`src/rtl/seq_alu_pkg.sv`:
```
// seq_alu shared definitions
// State indices, op codes and datapath widths.
package seq_alu_pkg;

    localparam int W  = 8;
    localparam int RW = 9;
    localparam int NS = 17;

    localparam logic [4:0] S_IDLE      = 5'd0;
    localparam logic [4:0] S_LOAD_M    = 5'd1;
    localparam logic [4:0] S_DISPATCH  = 5'd2;
    localparam logic [4:0] S_ADD       = 5'd3;
    localparam logic [4:0] S_SUB       = 5'd4;
    localparam logic [4:0] S_BOOTH_CHK = 5'd5;
    localparam logic [4:0] S_BOOTH_ADD = 5'd6;
    localparam logic [4:0] S_BOOTH_SUB = 5'd7;
    localparam logic [4:0] S_BOOTH_SHR = 5'd8;
    localparam logic [4:0] S_DIV_SHL   = 5'd9;
    localparam logic [4:0] S_DIV_ADD   = 5'd10;
    localparam logic [4:0] S_DIV_SUB   = 5'd11;
    localparam logic [4:0] S_DIV_QSET  = 5'd12;
    localparam logic [4:0] S_DIV_FIX   = 5'd13;
    localparam logic [4:0] S_OUT_HI    = 5'd14;
    localparam logic [4:0] S_OUT_LO    = 5'd15;
    localparam logic [4:0] S_DONE      = 5'd16;

    localparam logic [1:0] OP_ADD = 2'b00;
    localparam logic [1:0] OP_SUB = 2'b01;
    localparam logic [1:0] OP_MUL = 2'b10;
    localparam logic [1:0] OP_DIV = 2'b11;

    function automatic logic [NS-1:0] onehot(
        input logic [4:0] idx
    );
        return {{(NS-1){1'b0}}, 1'b1} << idx;
    endfunction

endpackage

```
`src/rtl/seq_alu_if.sv`:
```
// seq_alu byte bus
// Start strobe, op code, operand and result lines.
interface seq_alu_if;
    import seq_alu_pkg::*;

    logic         BEGIN;
    logic [1:0]   op_code;
    logic [W-1:0] inbus;
    logic [W-1:0] outbus;
    logic         END;

    modport master (
        output BEGIN, op_code, inbus,
        input  outbus, END
    );

    modport slave (
        input  BEGIN, op_code, inbus,
        output outbus, END
    );

endinterface

```
`src/rtl/seq_alu_addsub9.sv`:
```
// seq_alu 9-bit ripple adder/subtractor
// y = a + b, or a - b when i_sub (two's complement, carry-in = sub).
module addsub9 (
    input  logic [8:0] i_a,
    input  logic [8:0] i_b,
    input  logic       i_sub,
    output logic [8:0] o_y
);

    logic [8:0] w_b;

    assign w_b = i_b ^ {9{i_sub}};

    // Bit-serial carry chain, LSB first.
    always_comb begin
        logic w_c;
        w_c = i_sub;
        o_y = '0;
        for (int i = 0; i < 9; i++) begin
            o_y[i] = i_a[i] ^ w_b[i] ^ w_c;
            w_c = (i_a[i] & w_b[i])
                | (w_c & (i_a[i] ^ w_b[i]));
        end
    end

endmodule

```
`src/rtl/seq_alu.sv`:
```
// seq_alu multi-cycle ALU
// Add, sub, Booth multiply and non-restoring divide on A/Q/M.
module seq_alu
    import seq_alu_pkg::*;
(
    input  logic          clk,
    input  logic          reset,
    seq_alu_if.slave      bus,
    output logic [NS-1:0] act_state_debug,
    output logic [NS-1:0] next_state_debug,
    output logic [RW-1:0] A_reg_debug,
    output logic [RW-1:0] Q_reg_debug,
    output logic [RW-1:0] M_reg_debug
);

    logic [NS-1:0] r_state;
    logic [NS-1:0] w_next;
    logic [4:0]    w_nidx;
    logic [RW-1:0] r_A;
    logic [RW-1:0] r_Q;
    logic [RW-1:0] r_M;
    logic [RW-1:0] w_sum;
    logic [2:0]    r_cnt;
    logic [1:0]    r_op;
    logic [W-1:0]  r_out;
    logic          w_sub;

    assign w_sub = r_state[S_SUB]
                 | r_state[S_BOOTH_SUB]
                 | r_state[S_DIV_SUB];

    addsub9 u_addsub (
        .i_a   (r_A),
        .i_b   (r_M),
        .i_sub (w_sub),
        .o_y   (w_sum)
    );

    // Next-state selection from the one-hot current state.
    always_comb begin
        w_nidx = S_IDLE;
        unique case (1'b1)
            r_state[S_IDLE]: begin
                if (bus.BEGIN) w_nidx = S_LOAD_M;
            end
            r_state[S_LOAD_M]: w_nidx = S_DISPATCH;
            r_state[S_DISPATCH]: begin
                case (r_op)
                    OP_ADD:  w_nidx = S_ADD;
                    OP_SUB:  w_nidx = S_SUB;
                    OP_MUL:  w_nidx = S_BOOTH_CHK;
                    default: w_nidx = S_DIV_SHL;
                endcase
            end
            r_state[S_ADD],
            r_state[S_SUB]: w_nidx = S_OUT_HI;
            r_state[S_BOOTH_CHK]: begin
                case (r_Q[1:0])
                    2'b10:   w_nidx = S_BOOTH_SUB;
                    2'b01:   w_nidx = S_BOOTH_ADD;
                    default: w_nidx = S_BOOTH_SHR;
                endcase
            end
            r_state[S_BOOTH_ADD],
            r_state[S_BOOTH_SUB]: w_nidx = S_BOOTH_SHR;
            r_state[S_BOOTH_SHR]: begin
                w_nidx = (r_cnt == 3'd7) ? S_OUT_HI
                                         : S_BOOTH_CHK;
            end
            r_state[S_DIV_SHL]: begin
                w_nidx = r_A[RW-1] ? S_DIV_ADD
                                   : S_DIV_SUB;
            end
            r_state[S_DIV_ADD],
            r_state[S_DIV_SUB]: w_nidx = S_DIV_QSET;
            r_state[S_DIV_QSET]: begin
                w_nidx = (r_cnt == 3'd7) ? S_DIV_FIX
                                         : S_DIV_SHL;
            end
            r_state[S_DIV_FIX]: w_nidx = S_OUT_HI;
            r_state[S_OUT_HI]: begin
                w_nidx = r_op[1] ? S_OUT_LO : S_DONE;
            end
            r_state[S_OUT_LO]: w_nidx = S_DONE;
            r_state[S_DONE]:   w_nidx = S_IDLE;
            default:           w_nidx = S_IDLE;
        endcase
    end

    assign w_next = onehot(w_nidx);

    // State register.
    always_ff @(posedge clk) begin
        if (reset) r_state <= onehot(S_IDLE);
        else       r_state <= w_next;
    end

    // Operand capture, arithmetic steps and result output.
    always_ff @(posedge clk) begin
        if (reset) begin
            r_A   <= '0;
            r_Q   <= '0;
            r_M   <= '0;
            r_cnt <= '0;
            r_op  <= '0;
            r_out <= '0;
        end else begin
            unique case (1'b1)
                r_state[S_IDLE]: begin
                    if (bus.BEGIN) begin
                        r_op <= bus.op_code;
                        case (bus.op_code)
                            OP_MUL: begin
                                r_A <= '0;
                                r_Q <= {bus.inbus, 1'b0};
                            end
                            OP_DIV: begin
                                r_A <= '0;
                                r_Q <= {1'b0, bus.inbus};
                            end
                            default: begin
                                r_A <= {bus.inbus[W-1],
                                        bus.inbus};
                            end
                        endcase
                    end
                end
                r_state[S_LOAD_M]: begin
                    r_M <= (r_op == OP_DIV)
                         ? {1'b0, bus.inbus}
                         : {bus.inbus[W-1], bus.inbus};
                end
                r_state[S_DISPATCH]: r_cnt <= '0;
                r_state[S_ADD],
                r_state[S_SUB],
                r_state[S_BOOTH_ADD],
                r_state[S_BOOTH_SUB],
                r_state[S_DIV_ADD],
                r_state[S_DIV_SUB]: r_A <= w_sum;
                r_state[S_BOOTH_SHR]: begin
                    r_A   <= {r_A[RW-1], r_A[RW-1:1]};
                    r_Q   <= {r_A[0], r_Q[RW-1:1]};
                    r_cnt <= r_cnt + 3'd1;
                end
                r_state[S_DIV_SHL]: begin
                    r_A      <= {r_A[W-1:0], r_Q[W-1]};
                    r_Q[W-1:0] <= {r_Q[W-2:0], 1'b0};
                end
                r_state[S_DIV_QSET]: begin
                    r_Q[0] <= ~r_A[RW-1];
                    r_cnt  <= r_cnt + 3'd1;
                end
                r_state[S_DIV_FIX]: begin
                    if (r_A[RW-1]) r_A <= w_sum;
                end
                r_state[S_OUT_HI]: r_out <= r_A[W-1:0];
                r_state[S_OUT_LO]: begin
                    r_out <= (r_op == OP_MUL) ? r_Q[RW-1:1]
                                              : r_Q[W-1:0];
                end
                default: ;
            endcase
        end
    end

    assign bus.outbus       = r_out;
    assign bus.END          = r_state[S_DONE];
    assign act_state_debug  = r_state;
    assign next_state_debug = w_next;
    assign A_reg_debug      = r_A;
    assign Q_reg_debug      = r_Q;
    assign M_reg_debug      = r_M;

endmodule

```
`src/flat_wrapper.sv`:
```
// flat-port wrapper written by rule: the top's interface ports become plain ports
module seq_alu_flat import seq_alu_pkg::*;
  (clk, reset, act_state_debug, next_state_debug, A_reg_debug, Q_reg_debug, M_reg_debug, bus_BEGIN, bus_op_code, bus_inbus, bus_outbus, bus_END);
  seq_alu_if bus_i ();
  input  logic clk;
  input  logic reset;
  output logic [NS-1:0] act_state_debug;
  output logic [NS-1:0] next_state_debug;
  output logic [RW-1:0] A_reg_debug;
  output logic [RW-1:0] Q_reg_debug;
  output logic [RW-1:0] M_reg_debug;
  input wire logic [$bits(bus_i.BEGIN)-1:0] bus_BEGIN;
  input wire logic [$bits(bus_i.op_code)-1:0] bus_op_code;
  input wire logic [$bits(bus_i.inbus)-1:0] bus_inbus;
  output wire logic [$bits(bus_i.outbus)-1:0] bus_outbus;
  output wire logic [$bits(bus_i.END)-1:0] bus_END;
  assign bus_i.BEGIN = bus_BEGIN;
  assign bus_i.op_code = bus_op_code;
  assign bus_i.inbus = bus_inbus;
  assign bus_outbus = bus_i.outbus;
  assign bus_END = bus_i.END;
  seq_alu u_core (.clk(clk), .reset(reset), .bus(bus_i), .act_state_debug(act_state_debug), .next_state_debug(next_state_debug), .A_reg_debug(A_reg_debug), .Q_reg_debug(Q_reg_debug), .M_reg_debug(M_reg_debug));
endmodule
```
`config.mk`:
```
export PLATFORM = sky130hd
export DESIGN_NAME = seq_alu_flat
export DESIGN_NICKNAME = d
export VERILOG_FILES = /design/src/rtl/seq_alu_pkg.sv /design/src/rtl/seq_alu_if.sv /design/src/rtl/seq_alu_addsub9.sv /design/src/rtl/seq_alu.sv /design/src/flat_wrapper.sv
export SDC_FILE = /design/constraint.sdc
export NUM_CORES = 1
export LEC_CHECK = 0
export ABC_AREA = 0
export CELL_PAD_IN_SITES_DETAIL_PLACEMENT = 1
export CELL_PAD_IN_SITES_GLOBAL_PLACEMENT = 2
export CORE_MARGIN = 5
export CORE_UTILIZATION = 26
export DETAILED_ROUTE_END_ITERATION = 10
export GPL_TIMING_DRIVEN = 0
export PLACE_DENSITY_LB_ADDON = 0.1
export SLEW_MARGIN = 10
export SYNTH_ARGS = -nofsm -noshare
export SYNTH_HDL_FRONTEND = slang
export SYNTH_SLANG_ARGS = --single-unit
```
`constraint.sdc`:
```
create_clock -name clk -period 3.8 [get_ports clk]
set_input_delay 1.14 -clock clk [delete_from_list [all_inputs] [get_ports clk]]
set_output_delay 1.14 -clock clk [all_outputs]
set_load 0.02 [all_outputs]
```
==> out/results.tsv, run 1 <==
metric	value	unit
Antenna Violating Nets Remaining	0	
EDFF count, synth	0	
root buffer cell	clkbuf_16	
CTS Buf Count	9	
r2r setup slk	-0.16	ns
YS warnings	0	
Pwr Density	1015	mW/mm²
startpoint type of the worst setup path	register	
Slew Limit Fails	0	
grt total ovfl	0	
antenna violations before repair	0	
clock skew	0.006067	ns
I/O Pins	83	
Final setup viols	2	
leakage power	1.800	nW
CTS Hold Bufs	0	
H-tree levels	3	
die height	121.8	µm
Internal Power	0.002507	W
DR iter-0 viols	187	
Post-Syn Instances	377	
router iterations before antenna repair	4	
switching part of the total	0.4766	
Crit Path Max Fanout	3	
first-pass GRT wire length	19050	µm
die area	0.01483	mm²
clock latency on the worst-skew pair	0.33	ns
number of synthesized register bits	57	
final net count	503	
standard-cell rows	40	
synth-to-layout area growth	45.21	%
Most used DFF post-synth	dfxtp_1	
Relative slew margins	0.4781	
Worst Path Arrival	4.19	ns
final worst path period need	3.958	ns
Crit. End Element	register	
ys async rst share	0	
Reg power frac	0.205	
Die Span X	121.8	µm
Sink Count	57	
CTS tree	built	
largest net degree at the start of global routing	11	
WP data required	4.03	ns
Worst-path clk slew	0.05	ns
max_cap viols	0	
Yosys top cell by area	dfxtp_1	
Synth Area per Inst	8.619	µm²
Via density	4.992	
placed insts	626	
Peak supply drop	0.0003667	V
Min-Delay Path Class	reg2reg	
# fillers	1448	
syn_nets	405	
GP Congestion	0.7682	
GRT Resource Usage Total	0.1666	
Initial Util	0.2683	
Crit Path Class	reg2reg	
PortBufs	81	
layout cells sized above 1	0.1667	
Antenna Cells	0	
# DRC	0	
drt wl/cell	18.68	µm
Clock Path Buffers	2	
Core Region	0.01211	mm²
WL final	12100	µm
Comb pwr share	0.605	
unrepaired setup endpoints after global routing	true	
Synth top area share	0.3512	
DP HPWL	9164	µm
Clk pwr share	0.190	
vias in the first global route	3329	
worst slew pin tran	0.7829	ns
fmax	252.7	MHz
failing checks	negative setup slack	
Mapped Area	0.003249	mm²
final hold viol count	0	
Synth area leaders	dfxtp_1, nor2_1, mux2i_1, a211oi_1, fa_1	
final core occ	0.3896	
fin crit share	1.042	
vias	3235	
Setup WS pre-CTS	-0.5584	ns
Net Switching	0.002282	W
Seq/Total Area, Yosys	0.3512	
setup slack after layout	-0.1579	ns
Synth cell types	49	
final std cells w/o fill	648	
status	finished, violations left	
[power groups by stage]
stage,registers [W],logic [W],clock network (W)
after floorplan,0.00105,0.00162,0
after global placement,0.000989,0.00267,0
after detailed placement,0.000992,0.00270,0
after CTS,0.000984,0.00284,0.000927
after global routing,0.00101,0.00315,0.000951
final,0.000982,0.00290,0.000908
[per-layer routing]
layer | share of wire | global-route usage | up-vias | wire length, µm
li1 | - | - | 1563 | -
met1 | 0.49 | 0.2373 | 1589 | 5965
met2 | 0.45 | 0.2524 | 73 | 5445
met3 | 0.045 | 0.03157 | 10 | 539
met4 | 0.013 | 0.05532 | 0 | 152
met5 | 0 | 0 | - | 0
[metrics by stage]
stage                     hold WS (ns)  total power [W]  TNS (ns)  area, µm²
after floorplan                 0.4680         0.002669   -0.1785       3282
after global placement          0.4796         0.003659    -8.283       4303
after detailed placement        0.4844         0.003691    -8.336       4303
after CTS                       0.4942         0.004752   -0.3075       4726
after global routing            0.5112         0.005113   -0.5543       4718
final                           0.4964         0.004789   -0.2151       4718
[registers in the layout, summed over array words and instances, names as in the netlist]
signal	cells
u_core.bus.outbus	8
u_core.A_reg_debug	9
u_core.act_state_debug	17
u_core.r_cnt	3
u_core.Q_reg_debug	9
u_core.M_reg_debug	9
u_core.r_op	2
[cell type report]
| class | instances | area [µm²] | area share |
|---|---|---|---|
| buffer | 26 | 133.9 | 0.02837 |
| clock buffer | 12 | 256.5 | 0.05436 |
| clock inverter | 4 | 75.07 | 0.01591 |
| inverter | 13 | 48.80 | 0.01034 |
| multi-input combinational | 281 | 2038 | 0.4320 |
| sequential | 57 | 1152 | 0.2442 |
| tap | 168 | 210.2 | 0.04455 |
| timing repair buffer | 87 | 803.3 | 0.1702 |
[final timing paths]
check                       startpoint  depth (start not counted)                    end
min                    u_core.r_cnt[2]                          2        u_core.r_cnt[2]
min reg2reg            u_core.r_cnt[2]                          2        u_core.r_cnt[2]
max reg2reg  u_core.act_state_debug[7]                         17  u_core.A_reg_debug[8]
max          u_core.act_state_debug[7]                         17  u_core.A_reg_debug[8]
[layout by cell type, fill, tap and decap left out, types with 4 or more instances in the layout]
master / Yosys / final
mux2i_1: 18 / 18
nor2_1: 57 / 56
xnor2_1: 8 / 5
fa_2: 0 / 6
clkbuf_1: 16 / 17
clkdlybuf4s50_1: 0 / 63
ha_1: 8 / 8
nand2_1: 32 / 31
dlygate4sd2_1: 0 / 7
a211oi_1: 24 / 23
a311oi_1: 10 / 10
a21oi_1: 22 / 22
o21ai_0: 5 / 4
nand2b_1: 6 / 6
a221oi_1: 7 / 7
nand3_2: 2 / 6
buf_6: 1 / 4
inv_1: 13 / 12
buf_2: 6 / 12
nor3_1: 16 / 15
dfxtp_1: 57 / 52
clkbuf_16: 0 / 9
a222oi_1: 8 / 8
buf_4: 3 / 8
nor2b_1: 9 / 9
[repair_timing]
action                     CTS  global route
setup endpoints to repair   19            19
pin swaps                    7             4
cloned                       0             0
resized for setup           53            22
setup buffers                5             1
[synth_stat cells, types with 2 or more instances]
library cell and n:
a211oi_1 24, a21oi_1 22, a221oi_1 7, a222oi_1 8, a22oi_1 3, a311oi_1 10
and2_1 2, and4_1 2, buf_2 6, buf_4 3, clkbuf_1 16, dfxtp_1 57
fa_1 7, ha_1 8, inv_1 13, mux2i_1 18, nand2_1 32, nand2b_1 6
nand3_1 6, nand3_2 2, nand3b_1 3, nand4_1 3, nor2_1 57, nor2b_1 9
nor3_1 16, nor4_4 2, o21ai_0 5, xnor2_1 8, xor2_1 2
[worst max-delay path, cell delays in order (launching register included)]
cell,delay (ns)
dfxtp_4,0.35
nor3_4,0.18
buf_6,0.14
xnor2_2,0.07
fa_2,0.37
fa_2,0.34
fa_2,0.35
fa_2,0.34
fa_2,0.34
inv_2,0.06
fa_1,0.15
inv_1,0.05
fa_2,0.35
xnor2_2,0.17
xnor2_2,0.14
o21ai_1,0.09
a211o_1,0.31
o41ai_2,0.05
[kinds of logic after synthesis]
family,share of synthesized area
flip-flops,0.3512
multiplexers,0.05545
adder cells (fa/ha/maj),0.07393
AO/OA/AOI/OAI,0.2087
buffers and inverters,0.05314
XOR/XNOR,0.02696
AND/OR/NAND/NOR,0.2307
No activity file was read; power rests on OpenSTA's default activity.
==> inputs of run 2 (changes only) <==
Settings changed: CELL_PAD_IN_SITES_DETAIL_PLACEMENT 1 to unset, CELL_PAD_IN_SITES_GLOBAL_PLACEMENT 2 to unset, CORE_MARGIN 5 to unset, CORE_UTILIZATION 26 to 35, PLACE_DENSITY_LB_ADDON 0.1 to unset.
==> out/results.tsv, run 2 (synthesis results as in run 1) <==
metric	value	unit	change
layout cells sized above 1	0.1805		+0.01383
Antenna Cells	0		unchanged
fin crit share	1.038		-0.003579
placed insts	566		-9.6%
setup slack after layout	-0.1443	ns	+0.01360 ns
Clock Path Buffers	2		unchanged
DR iter-0 viols	249		+33%
clock latency on the worst-skew pair	0.34	ns	about the same
I/O Pins	83		unchanged
Final setup viols	2		unchanged
largest net degree at the start of global routing	11		unchanged
die area	0.009674	mm²	-35%
Initial Util	0.3672		+0.09894
post-route design area	0.004538	mm²	-3.8%
die height	98.36	µm	-19%
root buffer cell	clkbuf_8		
Relative slew margins	0.5745		+0.09645
failing checks	negative setup slack		
Critical path buffers and inverters	3		unchanged
Setup WS pre-CTS	-0.4933	ns	+0.06515 ns
Crit. End Element	register		
placed instance area	0.004228	mm²	-1.7%
Antenna Violating Nets Remaining	0		unchanged
max_cap viols	0		unchanged
final std cells w/o fill	590		-9.0%
WP data required	4.05	ns	+0.02 ns
final hold viol count	0		unchanged
Peak supply drop	0.0003537	V	-3.5%
unrepaired setup endpoints after global routing	true		
PortBufs	81		unchanged
final core occ	0.5129		+0.1233
synth-to-layout area growth	39.66	%	
CTS tree	built		
fmax	253.5	MHz	+0.34%
most frequent cells in the layout	clkdlybuf4s50_1, nor2_1, dfxtp_1		
Crit Path Max Fanout	3		unchanged
final net count	506		+0.60%
final worst path period need	3.944	ns	-0.01360 ns
CTS Buf Count	9		unchanged
switching part of the total	0.4901		+0.01347
startpoint type of the worst setup path	register		
first-pass GRT wire length	16460	µm	-14%
Min-Delay Path Class	reg2reg		
max incr delay on CP	0.37	ns	about the same
DP HPWL	7689	µm	-16%
GP Congestion	0.8521		+11%
standard-cell rows	34		-15%
status	finished, violations left		
H-tree levels	3		unchanged
Comb pwr share	0.654		+0.049
Via density	5.497		+10%
vias	3243		+0.25%
Internal Power	0.002240	W	-11%
vias in the first global route	3146		-5.5%
clock skew	0.009172	ns	+0.003105 ns
grt total ovfl	0		unchanged
Net Switching	0.002153	W	-5.7%
antenna violations before repair	0		unchanged
WL final	10340	µm	-15%
commonest non-fill, non-tap cell in the layout	clkdlybuf4s50_1		
leakage power	1.734	nW	-3.7%
Clk pwr share	0.123		-0.067
Worst Path Arrival	4.19	ns	about the same
Total Power	0.004393	W	-8.3%
drt wl/cell	17.52	µm	-6.2%
worst-path cell chain	nor3_4 -> buf_6 -> mux2i_4 -> fa_2 -> fa_2 -> fa_2 -> fa_2 -> fa_2 -> inv_2 -> fa_2 -> inv_2 -> fa_2 -> xnor2_2 -> xnor2_2 -> o21ai_1 -> a211o_1 -> o41ai_2		
router iterations before antenna repair	7		+3
Worst-path clk slew	0.06	ns	about the same
CP top delay family	adder cells		
worst slew pin tran	0.6382	ns	-0.1447 ns
Core Region	0.008848	mm²	-27%
max FFs per register	17		unchanged
Pwr Density	968.0	mW/mm²	-4.6%
Sink Count	57		unchanged
r2r setup slk	-0.14	ns	about the same
GRT Resource Usage Total	0.2189		+0.05233
CTS Hold Bufs	0		unchanged
Crit Path Class	reg2reg		
# DRC	0		unchanged
crit-path most repeated cell	fa_2		
Slew Limit Fails	0		unchanged
Reg power frac	0.222		+0.017
slowest cell on the critical path	fa_2		
Die Span X	98.36	µm	-19%
[run 2: cell count changes in the layout (fill, tap and decap cells not counted), sizes merged]
cell           previous run  this run
clkdlybuf4s15             1         5
clkinv                    0         3
clkinvlp                  2         0
buf                      24        23
bufinv                    2         1
dlygate4sd2               7         6
[run 2: per-layer routing]
layer | up-vias | part of all wire | track usage
met5 | - | 0 | 0
met4 | 0 | 0.019 | 0.07922
met3 | 17 | 0.051 | 0.03651
met2 | 108 | 0.47 | 0.3478
met1 | 1553 | 0.46 | 0.2992
li1 | 1565 | - | -
[run 2: final timing paths]
| path | startpoint | to | depth (start not counted) |
|---|---|---|---|
| min reg2reg | u_core.r_cnt[2] | u_core.r_cnt[2] | 2 |
| min | u_core.r_cnt[2] | u_core.r_cnt[2] | 2 |
| max | u_core.act_state_debug[11] | u_core.A_reg_debug[8] | 17 |
| max reg2reg | u_core.act_state_debug[11] | u_core.A_reg_debug[8] | 17 |
[run 2: metrics by stage]
stage / hold WS [ns] / setup TNS, ns
after floorplan: 0.4680 / -0.1785
after global placement: 0.4763 / -7.118
after detailed placement: 0.4936 / -7.090
after CTS: 0.5023 / -0.2373
after global routing: 0.5258 / -0.5077
final: 0.5021 / -0.2133
[run 2: final cells by class]
type                    count  area [µm²]
fillers                   884        4310
repair buffers             90       847.1
multi-input cells         281        2048
clock buffers              11       131.4
well taps                 108       135.1
clock inverters             4       45.04
inverters                  13       48.80
plain buffers              26       130.1
flip-flops and latches     57        1152
[run 2: power groups by stage]
stage	combinational (W)	clock [W]	sequential [W]
finish	0.00287	0.000541	0.000977
floorplan	0.00162	0	0.00105
CTS	0.00276	0.000548	0.000972
global placement	0.00258	0	0.000979
detailed placement	0.00260	0	0.000980
global route	0.00311	0.000580	0.000993
[run 2: tightest hold or removal path: stages, from the launching register on]
cell and delay (ns):
dfxtp_1 0.32, nand3b_1 0.08, a21oi_1 0.06
[run 2: repair_timing]
item / in CTS / in global routing
buffers inserted: 7 / 2
gates resized for setup: 57 / 22
endpoints found under the setup margin: 19 / 19
hold endpoints to repair: 0 / 0
pin swaps: 7 / 6
gates cloned: 0 / 0
==> inputs of run 3 (changes only) <==
Settings changed: MAX_ROUTING_LAYER set to met4.
==> out/results.tsv, run 3 (synthesis results as in run 1) <==
metric	value	unit	change
status	finished, violations left		
failing checks	negative setup slack		
clock skew	0.007225	ns	-0.001947 ns
GP Congestion	0.8656		+1.6%
Crit. End Element	register		
Crit Path Max Fanout	3		unchanged
r2r setup slk	-0.15	ns	about the same
final hold slack	0.5021	ns	+0.00004800 ns
router iterations before antenna repair	7		unchanged
DR iter-0 viols	253		+1.6%
HP Start	u_core.r_cnt[2]		
# DRC	0		unchanged
GRT Resource Usage Total	0.2254		+0.006544
CTS Hold Bufs	0		unchanged
die area	0.009674	mm²	unchanged
CTS tree	built		
max FFs per register	17		unchanged
Clock Path Buffers	2		unchanged
worst slew pin tran	0.6305	ns	-0.007733 ns
worst r2r src	u_core.act_state_debug[11]		
WP data required	4.05	ns	about the same
Pwr Density	968.2	mW/mm²	about the same
Sink Count	57		unchanged
H-tree levels	3		unchanged
drt wl/cell	17.46	µm	-0.34%
I/O Pins	83		unchanged
fin crit share	1.038		about the same
Hold Path Cell Cnt	2		unchanged
setup_tns	-0.2186	ns	-0.005294 ns
antenna violations before repair	0		unchanged
first-pass GRT wire length	16440	µm	about the same
Min-Delay Path Class	reg2reg		
largest net degree at the start of global routing	11		unchanged
Slew Limit Fails	0		unchanged
Hold EP	u_core.r_cnt[2]		
Die Span X	98.36	µm	unchanged
CTS Buf Count	9		unchanged
synth-to-layout area growth	39.66	%	unchanged
Worst Path Arrival	4.19	ns	about the same
vias	3262		+0.59%
WL final	10300	µm	-0.34%
die height	98.36	µm	unchanged
worst r2r path cells	17		unchanged
max_cap viols	0		unchanged
final net count	506		unchanged
final hold viol count	0		unchanged
R2R Path End	u_core.A_reg_debug[8]		
DP HPWL	7689	µm	unchanged
fmax	253.4	MHz	about the same
vias in the first global route	3151		+0.16%
Relative slew margins	0.5797		+0.005156
Final setup viols	2		unchanged
Crit Path Class	reg2reg		
startpoint type of the worst setup path	register		
leakage power	1.734	nW	unchanged
Antenna Cells	0		unchanged
final worst path period need	3.946	ns	+0.001539 ns
Antenna Violating Nets Remaining	0		unchanged
Peak supply drop	0.0003541	V	about the same
commonest non-fill, non-tap cell in the layout	clkdlybuf4s50_1		
Via density	5.529		+0.59%
Worst-path clk slew	0.06	ns	about the same
standard-cell rows	34		unchanged
clock latency on the worst-skew pair	0.34	ns	about the same
setup slack after layout	-0.1458	ns	-0.001539 ns
root buffer cell	clkbuf_8		
PortBufs	81		unchanged
Core Region	0.008848	mm²	unchanged
grt total ovfl	0		unchanged
Initial Util	0.3672		unchanged
layout cells sized above 1	0.1805		unchanged
most frequent cells in the layout	clkdlybuf4s50_1, nor2_1, dfxtp_1		
unrepaired setup endpoints after global routing	true		
==> run 3: cell counts in the layout (fill, tap and decap cells not counted) <==
Identical to the previous run, type by type.
==> run 3: critical path: stages (launching register included) <==
cell,delay [ns]
dfxtp_2,0.33
nor3_4,0.18
buf_6,0.14
mux2i_4,0.06
fa_2,0.38
fa_2,0.35
fa_2,0.35
fa_2,0.34
fa_2,0.34
inv_2,0.06
fa_2,0.18
inv_2,0.04
fa_2,0.34
xnor2_2,0.18
xnor2_2,0.14
o21ai_1,0.09
a211o_1,0.31
o41ai_2,0.05
==> run 3: final cells by class <==
| type | count | area, µm² |
|---|---|---|
| Sequential cell | 57 | 1152 |
| Clock inverter | 4 | 45.04 |
| Fill cell | 884 | 4310 |
| Inverter | 13 | 48.80 |
| Clock buffer | 11 | 131.4 |
| Buffer | 26 | 130.1 |
| Tap cell | 108 | 135.1 |
| Timing Repair Buffer | 90 | 847.1 |
| Multi-Input combinational cell | 281 | 2048 |
==> run 3: metrics by stage <==
step / area (µm²) / power [W] / util / std cells / setup slack (ns)
6_report: 4538 / 0.004394 / 0.5129 / 590 / -0.1458
5_1_grt: 4538 / 0.004689 / 0.5129 / 590 / -0.2846
2_1_floorplan: 3282 / 0.002669 / - / 377 / -0.1785
3_3_place_gp: 4228 / 0.003556 / 0.4778 / 566 / -0.4752
3_5_place_dp: 4228 / 0.003583 / 0.4778 / 566 / -0.4933
4_1_cts: 4503 / 0.004283 / 0.5089 / 588 / -0.1635
==> run 3: worst max path at each step <==
stage / from / endpoint / slack (ns)
2_1_floorplan: u_core.act_state_debug[11] / u_core.A_reg_debug[8] / -0.18
3_3_place_gp: bus_BEGIN / next_state_debug[16] / -0.48
3_5_place_dp: bus_BEGIN / next_state_debug[16] / -0.49
4_1_cts: u_core.act_state_debug[11] / u_core.A_reg_debug[8] / -0.16
5_1_grt: u_core.act_state_debug[11] / u_core.A_reg_debug[8] / -0.28
6_report: u_core.act_state_debug[11] / u_core.A_reg_debug[8] / -0.15
==> run 3: timing repair <==
| action | in CTS | in global routing |
|---|---|---|
| hold endpoints to repair | 0 | 0 |
| resized for setup | 57 | 22 |
| pin swaps | 7 | 6 |
| endpoints found under the setup margin | 19 | 19 |
| setup buffers | 7 | 2 |
==> run 3: report_power, final <==
part | total [W] | switching, W | leakage [nW] | internal, W
Sequential | 0.000977 | 0.000236 | 0.467 | 0.000741
Clock | 0.000542 | 0.000246 | 0.0929 | 0.000296
Combinational | 0.00287 | 0.00167 | 1.17 | 0.00120
Total | 0.00439 | 0.00215 | 1.73 | 0.00224
==> run 3: layer usage <==
| metal | wire [µm] | GRT usage |
|---|---|---|
| met1 | 4753 | 0.2996 |
| met2 | 4922 | 0.3494 |
| met3 | 483 | 0.03293 |
| met4 | 146 | 0.07922 |
| met5 | 0 | - |
